`src/rtl/oam_dma_ctrl_pkg.sv`:
```
// rtl/oam_dma_ctrl_pkg.sv - shared defines for the sprite OAM DMA controller
package oam_dma_ctrl_pkg;

    typedef enum logic [2:0] {
        DMA_IDLE,
        DMA_HALT,
        DMA_ALIGN,
        DMA_READ,
        DMA_WRITE
    } dma_state_t;

    // CPU write to this address starts a transfer; decoded in cpu_memory.
    localparam logic [15:0] DMA_REG_ADDR = 16'h4014;

    function automatic logic [7:0] last_idx(input int unsigned len);
        return 8'(len - 1);
    endfunction

endpackage

```
`src/rtl/oam_dma_ctrl.sv`:
```
// rtl/oam_dma_ctrl.sv - sequences the $4014 sprite DMA from CPU page into PPU OAMDATA
module oam_dma_ctrl
    import oam_dma_ctrl_pkg::*;
#(
    parameter int unsigned XFER_LEN = 256,
    parameter logic        READ_PAR = 1'b0
) (
    input  logic        clock,
    input  logic        reset_n,
    input  logic        cpu_clk_en,
    input  logic        cpu_cyc_par,
    input  logic        dma_req,
    input  logic [7:0]  dma_page,
    output logic        cpu_sus,
    output logic [15:0] mem_addr,
    output logic        mem_re,
    input  logic [7:0]  mem_rd_data,
    output logic        oam_we,
    output logic [7:0]  oam_data,
    output logic        busy,
    output logic        done
);

    localparam logic [7:0] LAST_IDX = last_idx(XFER_LEN);

    dma_state_t state_q, state_d;
    logic [7:0] idx_q, idx_d;
    logic [7:0] page_q, page_d;
    logic       done_q, done_d;

    always_ff @(posedge clock or negedge reset_n) begin
        if (!reset_n) begin
            state_q <= DMA_IDLE;
            idx_q   <= 8'h00;
            page_q  <= 8'h00;
            done_q  <= 1'b0;
        end else begin
            state_q <= state_d;
            idx_q   <= idx_d;
            page_q  <= page_d;
            done_q  <= done_d;
        end
    end

    always_comb begin
        state_d = state_q;
        idx_d   = idx_q;
        page_d  = page_q;
        done_d  = done_q;
        if (cpu_clk_en) begin
            done_d = 1'b0;
            case (state_q)
                DMA_IDLE: begin
                    if (dma_req) begin
                        page_d  = dma_page;
                        idx_d   = 8'h00;
                        state_d = DMA_HALT;
                    end
                end
                // Reads must land on READ_PAR cycles; insert ALIGN when the next cycle is wrong.
                DMA_HALT:  state_d = ((~cpu_cyc_par) == READ_PAR) ? DMA_READ : DMA_ALIGN;
                DMA_ALIGN: state_d = DMA_READ;
                DMA_READ:  state_d = DMA_WRITE;
                DMA_WRITE: begin
                    if (idx_q == LAST_IDX) begin
                        state_d = DMA_IDLE;
                        done_d  = 1'b1;
                    end else begin
                        idx_d   = idx_q + 8'h01;
                        state_d = DMA_READ;
                    end
                end
                default: state_d = DMA_IDLE;
            endcase
        end
    end

    assign cpu_sus  = (state_q != DMA_IDLE);
    assign busy     = cpu_sus;
    assign mem_re   = (state_q == DMA_READ);
    assign mem_addr = mem_re ? {page_q, idx_q} : 16'h0000;
    assign oam_we   = (state_q == DMA_WRITE);
    assign oam_data = oam_we ? mem_rd_data : 8'h00;
    assign done     = done_q;

endmodule
```
`config.mk`:
```
export PLATFORM = sky130hd
export DESIGN_NAME = oam_dma_ctrl
export DESIGN_NICKNAME = d
export VERILOG_FILES = /design/src/rtl/oam_dma_ctrl_pkg.sv /design/src/rtl/oam_dma_ctrl.sv
export SDC_FILE = /design/constraint.sdc
export NUM_CORES = 1
export LEC_CHECK = 0
export BUFFER_PORTS_ARGS = -buffer_cell sky130_fd_sc_hd__buf_2
export CAP_MARGIN = 20
export CORE_UTILIZATION = 25
export CTS_CLUSTER_SIZE = 40
export DETAILED_ROUTE_END_ITERATION = 10
export GPL_TIMING_DRIVEN = 0
export MAX_ROUTING_LAYER = met4
export PLACE_DENSITY = 0.48
export RECOVER_POWER = 100
export SYNTH_ARGS = -nofsm -noshare
export SYNTH_HDL_FRONTEND = slang
export SYNTH_SLANG_ARGS = --single-unit
```
`constraint.sdc`:
```
create_clock -name clock -period 1.7 [get_ports clock]
set_input_delay 0.51 -clock clock [delete_from_list [all_inputs] [get_ports clock]]
set_output_delay 0.51 -clock clock [all_outputs]
set_load 0.05 [all_outputs]
```
==> flow_summary.ini, run 1 <==
[cells_and_area]
mostFrequentLayoutCells = buf_8, dfrtp_1, and2_4, buf_2, buf_6
nFillCells = 423
synthToLayoutAreaGrowth_pct = 73.1
antenna_cells = 0
multi_input_area_um2 = 697
finalNetCount = 212
ff_latch_area_um2 = 502
drive_gt1_share_pct = 57.7
stdcell_area_mm2 = 0.00206

[power]
cell_internal_pwr_mw = 1.84
p_per_area_mw_per_mm2 = 1490
ir_worst_vdd_v = 0.000539
p_leak_nw = 0.976
p_seq_share_pct = 22.6
switching_share_pct = 40.3
clkPwrFrac_pct = 15.6
switching_power_mw = 1.24
p_comb_share_pct = 61.8
total_power_mw = 3.08

[clock_tree]
numCtsBuffers = 3
hold_buffers = 0
clk_pin_slew_ns = 0.08
htree_levels = 1
clk_latency_ns = 0.26
cts_tree = done
clockBufferDepth = 2
cts_root_buf = clkbuf_8
numClockSinks = 20

[critical_path]
worst-path-buf-inv = 5
crit_slowest_cell = dfrtp_2
crit_top_cell = buf_6
cp-startpoint = state_q[0]$_DFFE_PN0P_
worstPathArrival_ns = 1.72
critical_path_class = flop to output pin
max_stage_delay_ns = 0.40
required_ns = 1.19
rr_startpoint = state_q[2]$_DFFE_PN0P_
cp_max_fo = 5
cp-start-kind = flop
critPathCaptureType = output pin
cp_cell_sequence = or3b_1 > buf_6 > inv_8 > buf_6 > buf_12 > and2_4 > buf_8
crit_family = simple AND/OR/NAND/NOR gates

[die]
ios = 50
die_h_um = 71.0
rows = 24
die_w_um = 71.0
coreArea_mm2 = 0.00447
die_area_mm2 = 0.00504
initial_core_util_pct = 26.6

[synth]
muxShareOfSynthArea_pct = 10.4
syn-num-nets = 145
synth_top_family_by_area = simple AND/OR/NAND/NOR gates
ys_ff_latch = 20
syn_area_mm2 = 0.00119
syn_inst = 123
ys_seq_area_share_pct = 42.0
synth_simple_gate_area_share_pct = 25.4
synthAdderAreaFrac_pct = 1.05
synth.avg_cell_area_um2 = 9.68
yosysWarnings = 0
synth_compound_area_share_pct = 14.8
synth_xor_xnor_area_share_pct = 0
synth.distinct_cells = 34

[sta]
finClkSkew_ns = 0.00464
setup_viol = 38
setup_ws_ns = -0.526
tightestPinTransition_ns = 1.12
max_freq_ghz = 0.449
fin_crit_sh_pct = 131
finalSetupTns_ns = -9.55
min_period_ns = 2.23
relSlewSlack_pct = 25.0
finalHoldViolations = 0
rsz0062_at_grt = true
drv_slew = 0

[detailed_routing]
wl_met3_um = 134
drt_iter0_drc = 43
top_layer = met4
viasPerCell = 4.77
vias = 1150
routed_wl_mm = 3.36
ant_nets = 0
wl_per_cell_um = 13.9
wirelength_met1_mm = 1.39
drt-pass1-iter-count = 7
wl_met2_mm = 1.76
drc = 5

[grt]
grt.overflow.total = 0
antenna_found_initial = 0
grt_usage_pct = 14.4
grt_max_degree = 21
grt_pass1_vias = 1126
grt_pass1_wl_mm = 5.35

[place]
io_buffers = 48
place_congestion = 0.847
hpwl_mm = 2.13
dpl_cell_area_mm2 = 0.00156

[status]
status = complete, but fails checks
violations = design-rule violations, negative setup slack

[worst_hold_path]
min_path_type = input port to asynchronous set/reset pin

[flow_run]
maxCapViolCount = 0
==> worst register-to-register path, delay by kind of cell, from the launching register on <==
kind                   cells  cell delay, ns
buffers and inverters      3            0.63
DFF                        1            0.36
and+or+nand+nor            1            0.23
AOI/OAI and AO/OA          2            0.46
==> logic make-up (layout without fill, tap and decap cells) <==
family          after synthesis  after routing
flops                        20             20
fa+ha+maj                     1              1
simple gates                 54             54
mux                          11             11
compound gates               26             26
buf+inv                      11             77
==> routing by layer <==
layer,vias to the layer above,GRT usage [%]
li1,572,-
met1,534,16.8
met2,40,25.0
met3,4,0.855
met4,0,7.33
met5,-,-
==> flip-flops by register name, summed over array words and instances, names as in the netlist <==
name,count
idx_q,8
done,1
state_q,3
page_q,8
==> final cells by class <==
type                            instances  area share [%]
Clock inverter                          1            1.46
Clock buffer                            3            2.00
Multi-Input combinational cell         92            33.8
Timing Repair Buffer                   64            30.9
Buffer                                  7            3.58
Sequential cell                        20            24.3
Inverter                                2           0.728
Tap cell                               52            3.16
==> repair_timing <==
item,4_1_cts,5_1_grt
endpoints found under the setup margin,30,42
gates cloned,1,0
pin swaps,2,3
resized for setup,90,9
setup buffers,8,7
==> synthesized netlist by cell type <==
| master | count | area, µm² |
|---|---|---|
| and2_1 | 24 | 150 |
| ha_1 | 1 | 12.5 |
| clkbuf_1 | 2 | 7.51 |
| a2bb2oi_1 | 1 | 8.76 |
| o211a_1 | 1 | 10.0 |
| inv_6 | 1 | 8.76 |
| nor4_1 | 1 | 6.26 |
| dfrtp_1 | 20 | 500 |
| a211o_1 | 1 | 8.76 |
| a41oi_1 | 1 | 8.76 |
| o31ai_1 | 6 | 45.0 |
| a31oi_1 | 2 | 12.5 |
| nor2_1 | 5 | 18.8 |
| nand2_1 | 9 | 33.8 |
| o31a_1 | 1 | 8.76 |
| mux2_2 | 11 | 124 |
| and3_1 | 4 | 25.0 |
| a21o_1 | 1 | 7.51 |
| o221ai_1 | 1 | 8.76 |
| or3b_1 | 1 | 8.76 |
| nand2b_1 | 2 | 12.5 |
| nand3_1 | 4 | 20.0 |
| o21ai_0 | 7 | 35.0 |
| buf_6 | 2 | 22.5 |
| and4_1 | 1 | 8.76 |
| buf_2 | 2 | 10.0 |
| nand2_2 | 1 | 6.26 |
| inv_1 | 1 | 3.75 |
| buf_4 | 3 | 22.5 |
| o21ai_1 | 1 | 5.00 |
| nand4_1 | 1 | 6.26 |
| or3_1 | 1 | 6.26 |
| o211ai_1 | 1 | 7.51 |
| a21oi_1 | 2 | 10.0 |
==> path summary, 6_finish.rpt <==
check | endpoint | slack, ns | cells past startpoint
min | idx_q[2]$_DFFE_PN0P_ | 0.44 | 1
min in group clock | page_q[6]$_DFFE_PN0P_ | 0.47 | 2
min reg2reg | page_q[2]$_DFFE_PN0P_ | 0.51 | 1
max | oam_data[4] | -0.53 | 7
max reg2reg | idx_q[3]$_DFFE_PN0P_ | -0.07 | 6
max in group asynchronous | state_q[0]$_DFFE_PN0P_ | 0.51 | 1
==> through the flow <==
stage	cells	hold slack (ns)	util, %	setup slack, ns
2_1_floorplan	123	0.214	-	-0.221
3_3_place_gp	223	0.484	34.9	-0.374
3_5_place_dp	223	0.490	34.9	-0.380
4_1_cts	235	0.204	44.8	-0.533
5_1_grt	241	0.464	46.1	-0.572
6_report	241	0.439	46.1	-0.526
==> power by group through the flow <==
stage / Combinational (mW) / Sequential, mW / Clock (mW)
after floorplan: 1.12 / 0.688 / 0
after global placement: 1.35 / 0.707 / 0
after detailed placement: 1.36 / 0.715 / 0
after CTS: 1.83 / 0.698 / 0.497
after global routing: 2.01 / 0.723 / 0.517
final: 1.90 / 0.696 / 0.482
Note: power is estimated with default switching activity, not from simulation.
==> inputs of run 2 (changes only) <==
- CELL_PAD_IN_SITES_DETAIL_PLACEMENT: unset -> 0
- CELL_PAD_IN_SITES_GLOBAL_PLACEMENT: unset -> 1
- CORE_UTILIZATION: 25 -> 31
- PLACE_DENSITY: 0.48 -> 0.74
==> run 2 against run 1 <==
  * The flow finishes with violations (negative setup slack)
  * Highest routed layer unchanged
  * Via count grew 2.5%
  * Sequential share of layout area shrank 0.57 points
  * Global-route usage rose by 2.2 points
  * Register-to-register slack better by 0.12 ns
==> flow_summary.ini, run 2 (synthesis results as in run 1) <==
[die]
die_area_mm2 = 0.00409
rows = 22
coreArea_mm2 = 0.00366
die_h_um = 64.0
ios = 50
die_w_um = 64.0
initial_core_util_pct = 32.5

[critical_path]
worst_r2r_path_depth = 7
critPathCaptureType = output pin
crit_family = simple AND/OR/NAND/NOR gates
required_ns = 1.19
critical_path_class = flop to output pin
cp_cell_sequence = or3b_4 > clkinv_8 > clkbuf_16 > and2_4 > buf_8
worst-path-buf-inv = 3
cp-start-kind = flop
r2r_end = idx_q[3]$_DFFE_PN0P_
crit_slowest_cell = dfrtp_2
rr_startpoint = state_q[2]$_DFFE_PN0P_
cp_max_fo = 5
worstPathArrival_ns = 1.61
max_stage_delay_ns = 0.44
reg2reg_setup_slack_ns = 0.05

[sta]
tightestPinTransition_ns = 1.15
finalHoldViolations = 0
fin_crit_sh_pct = 125
hold_ws_ns = 0.451
relSlewSlack_pct = 23.5
finalSetupTns_ns = -9.34
max_freq_ghz = 0.472
min_period_ns = 2.12
setup_ws_ns = -0.418
drv_slew = 0
rsz0062_at_grt = true
setup_viol = 28
finClkSkew_ns = 0.00192

[place]
io_buffers = 48
dp.cells = 219
hpwl_mm = 2.07
place_congestion = 0.764
dpl_cell_area_mm2 = 0.00156

[cells_and_area]
nFillCells = 311
top_regs = idx_q (8), page_q (8), state_q (3)
multi_input_area_um2 = 743
mostFrequentLayoutCells = buf_8, and2_4, buf_2, dfrtp_1, buf_4
finalNetCount = 211
layoutNonFillerInstCount = 236
layout_commonest_cell = buf_8
stdcell_area_mm2 = 0.00212
drive_gt1_share_pct = 63.3
antenna_cells = 0
ff_latch_area_um2 = 503
synthToLayoutAreaGrowth_pct = 77.7

[power]
p_leak_nw = 0.984
total_power_mw = 3.22
p_per_area_mw_per_mm2 = 1520
ir_worst_vdd_v = 0.00107

[detailed_routing]
ant_nets = 0
routed_wl_mm = 3.40
vias = 1179
drt-pass1-iter-count = 4
viasPerCell = 5.00
wl_per_cell_um = 14.4
drc = 0
drt_iter0_drc = 28

[grt]
antenna_found_initial = 0
grt_usage_pct = 16.6
use_met2_pct = 30.2
busiest_layer = met2
use_met1_pct = 18.7
use_met3_pct = 1.61
grt_pass1_wl_mm = 5.12
grt_max_degree = 21
grt_pass1_vias = 1109
grt.overflow.total = 0

[clock_tree]
clk_latency_ns = 0.26
hold_buffers = 0
numCtsBuffers = 3
clockBufferDepth = 2
clk_pin_slew_ns = 0.08
numClockSinks = 20
htree_levels = 1
cts_tree = done
cts_root_buf = clkbuf_8

[flow_run]
maxCapViolCount = 0

[status]
status = complete, but fails checks
violations = negative setup slack

[worst_hold_path]
min_path_type = input port to asynchronous set/reset pin
[run 2: where the power goes]
group / leakage, nW / switching, mW / internal, mW / total, mW
Sequential: 0.255 / 0.0945 / 0.622 / 0.717
Clock: 0.0357 / 0.167 / 0.314 / 0.481
Combinational: 0.693 / 1.04 / 0.986 / 2.03
[run 2: through the flow]
step | setup slack [ns] | utilization, %
CTS | -0.520 | 54.0
finish | -0.418 | 57.8
floorplan | -0.221 | -
detailed placement | -0.375 | 42.5
global placement | -0.352 | 42.5
global route | -0.444 | 57.8
[run 2: final cells by class]
| type | instances | share of cell area [%] |
|---|---|---|
| buffer | 7 | 3.43 |
| clock buffer | 3 | 1.95 |
| clock inverter | 1 | 1.42 |
| inverter | 2 | 0.946 |
| multi-input combinational | 92 | 35.1 |
| sequential | 20 | 23.8 |
| tap | 48 | 2.84 |
| timing repair buffer | 63 | 30.6 |
[run 2: timing repair]
item,in CTS,in global routing
gates cloned,1,1
pin swaps,7,4
setup endpoints to repair,30,45
resized for setup,90,22
setup buffers,6,7
[run 2: worst register-to-register path, delay by kind of cell (launching register included)]
family / cells / cell delay [ns]
buffers and inverters: 3 / 0.38
AO/OA/AOI/OAI: 2 / 0.33
flip-flops: 1 / 0.39
AND/OR/NAND/NOR: 2 / 0.42
[run 2: worst max path at each step]
stage	slack, ns	startpoint	cells past startpoint	endpoint
3_3_place_gp	-0.35	state_q[0]$_DFFE_PN0P_	7	oam_data[7]
2_1_floorplan	-0.22	state_q[0]$_DFFE_PN0P_	6	oam_data[0]
5_1_grt	-0.44	state_q[0]$_DFFE_PN0P_	5	oam_data[7]
4_1_cts	-0.52	state_q[0]$_DFFE_PN0P_	7	oam_data[7]
6_report	-0.42	state_q[1]$_DFFE_PN0P_	5	oam_data[7]
3_5_place_dp	-0.37	state_q[0]$_DFFE_PN0P_	7	oam_data[7]
[run 2: metal layers]
metal | vias up | part of all wire (%)
li1 | 560 | -
met1 | 575 | 40
met2 | 39 | 55
met3 | 5 | 3.4
met4 | 0 | 1.4
met5 | - | 0
==> inputs of run 3 (changes only) <==
==> constraint.sdc (replaced) <==
create_clock -name clock -period 1.7 [get_ports clock]
set_input_delay 0.085 -clock clock [delete_from_list [all_inputs] [get_ports clock]]
set_output_delay 0.085 -clock clock [all_outputs]
set_load 0.05 [all_outputs]
==> run 3 against run 2 <==
  * The run now ends clean
  * Sequential share of layout area rose by 3.9 points
  * Sequential power fell by 2%
  * Count of clock-buffer cells in the layout did not move
  * Register-to-register slack improved by 0.03 ns
  * Global-route usage fell by 1.8 points
  * Cell count fell by 1.3%
  * Worst hold slack got worse by 0.39 ns
  * Clock skew fell by 0.0014 ns
  * Final area fell by 14%
  * Wire length fell by 15%
  * Largest power group unchanged
==> flow_summary.ini, run 3 (synthesis results as in run 1) <==
[die]
initial_core_util_pct = 32.5
ios = 50
die_h_um = 64.0
coreArea_mm2 = 0.00366
die_area_mm2 = 0.00409
rows = 22
die_w_um = 64.0

[place]
post-place-ws_ns = -0.0465
hpwl_mm = 2.06
dpl_cell_area_mm2 = 0.00150
io_buffers = 48
dp.cells = 219
place_congestion = 0.738

[critical_path]
r2r_end = idx_q[1]$_DFFE_PN0P_
critical_path_class = flop to output pin
crit_family = simple AND/OR/NAND/NOR gates
crit_cells = 5
cp_cell_sequence = or3b_4 > clkinv_4 > buf_6 > and2_4 > buf_8
crit_slowest_cell = dfrtp_2
cp_max_fo = 7
worst-path-buf-inv = 3
rr_startpoint = state_q[1]$_DFFE_PN0P_
cp-start-kind = flop
required_ns = 1.62
worstPathArrival_ns = 1.58
reg2reg_setup_slack_ns = 0.08
max_stage_delay_ns = 0.44
worst_r2r_path_depth = 7
critPathCaptureType = output pin

[cells_and_area]
layoutNonFillerInstCount = 233
ff_latch_area_um2 = 502
top_regs = idx_q (8), page_q (8), state_q (3)
layout_commonest_cell = buf_2
antenna_cells = 0
finalNetCount = 208
multi_input_area_um2 = 672
stdcell_area_mm2 = 0.00181
synthToLayoutAreaGrowth_pct = 52.1
drive_gt1_share_pct = 51.4
mostFrequentLayoutCells = buf_2, buf_4, dfrtp_1, and2_1, mux2_2
nFillCells = 356

[detailed_routing]
vias = 1124
drc = 0
wl_per_cell_um = 12.4
ant_nets = 0
routed_wl_mm = 2.89
drt-pass1-iter-count = 4
drt_iter0_drc = 13
viasPerCell = 4.82

[sta]
drv_slew = 0
min_period_ns = 1.66
fin_crit_sh_pct = 97.7
relSlewSlack_pct = 29.0
tightestPinTransition_ns = 1.07
max_freq_ghz = 0.602
setup_viol = 0
finalHoldViolations = 0
rsz0062_at_grt = true
hold_ws_ns = 0.0613
finalSetupTns_ns = 0
finClkSkew_ns = 0.000519
setup_ws_ns = 0.0389

[worst_hold_path]
min_to = page_q[0]$_DFFE_PN0P_
min_path_type = input port to flop
whs_path_depth = 2
hp-start = dma_page[0]

[grt]
grt_max_degree = 21
grt_pass1_vias = 1087
grt.overflow.total = 0
grt_usage_pct = 14.8
grt_pass1_wl_mm = 4.70
antenna_found_initial = 0

[clock_tree]
htree_levels = 1
cts_tree = done
clk_pin_slew_ns = 0.07
clockBufferDepth = 2
clk_latency_ns = 0.25
numClockSinks = 20
numCtsBuffers = 3
cts_root_buf = clkbuf_8

[power]
p_leak_nw = 0.897
ir_worst_vdd_v = 0.000694
p_per_area_mw_per_mm2 = 1480

[flow_run]
maxCapViolCount = 0

[status]
status = complete, no violations
run 3: cell types whose count changed in the layout (fill, tap and decap cells not counted), moves of 4 or more:
cell    before  now
and2_4      22    8
buf_8       26    8
and2_1       2   16
buf_4       13   22
buf_6        7    3
buf_2       19   30
run 3: worst max-delay path by stage:
stage                                       from      endpoint  slack, ns
after global placement    state_q[2]$_DFFE_PN0P_   mem_addr[6]      -0.04
after detailed placement  state_q[2]$_DFFE_PN0P_   mem_addr[6]      -0.05
after floorplan           state_q[2]$_DFFE_PN0P_  mem_addr[10]       0.02
after global routing      state_q[0]$_DFFE_PN0P_   oam_data[5]     -0.005
final                     state_q[1]$_DFFE_PN0P_   oam_data[4]       0.04
after CTS                 state_q[0]$_DFFE_PN0P_   oam_data[5]      -0.07
run 3: report_power, final:
group | switching, mW | internal (mW)
combinational | 0.893 | 0.618
clock | 0.150 | 0.314
sequential | 0.0836 | 0.620
run 3: layer usage:
layer	global-route usage, %	routed length [µm]
met3	2.50	147
met2	26.7	1530
met5	-	0
met1	17.0	1190
met4	3.41	21
run 3: stage by stage:
stage                     utilization [%]  power, mW
final                                49.5       2.68
after global routing                 49.5       2.84
after CTS                            48.1       2.63
after detailed placement             41.0       1.97
after global placement               41.0       1.94
after floorplan                         -       1.70
run 3: worst register-to-register path, stage by stage (launching register included):
cell and delay [ns]:
dfrtp_2 0.44, or3b_4 0.41, clkinv_4 0.08, buf_4 0.13, and3_1 0.16, buf_6 0.13
o21ai_0 0.09, o31ai_1 0.09
run 3: layout make-up:
cell class | count | share of cell area, %
Inverter | 2 | 0.691
Clock inverter | 1 | 1.66
Sequential cell | 20 | 27.7
Multi-Input combinational cell | 92 | 37.1
Clock buffer | 3 | 2.28
Buffer | 7 | 2.97
Tap cell | 48 | 3.31
Timing Repair Buffer | 60 | 24.3
run 3: repair_timing:
item	CTS	global route
pin swaps	3	6
endpoints found under the hold margin	20	0
hold buffers	1	0
setup buffers	6	4
gates resized for setup	41	19
setup endpoints to repair	27	34
cloned	1	0
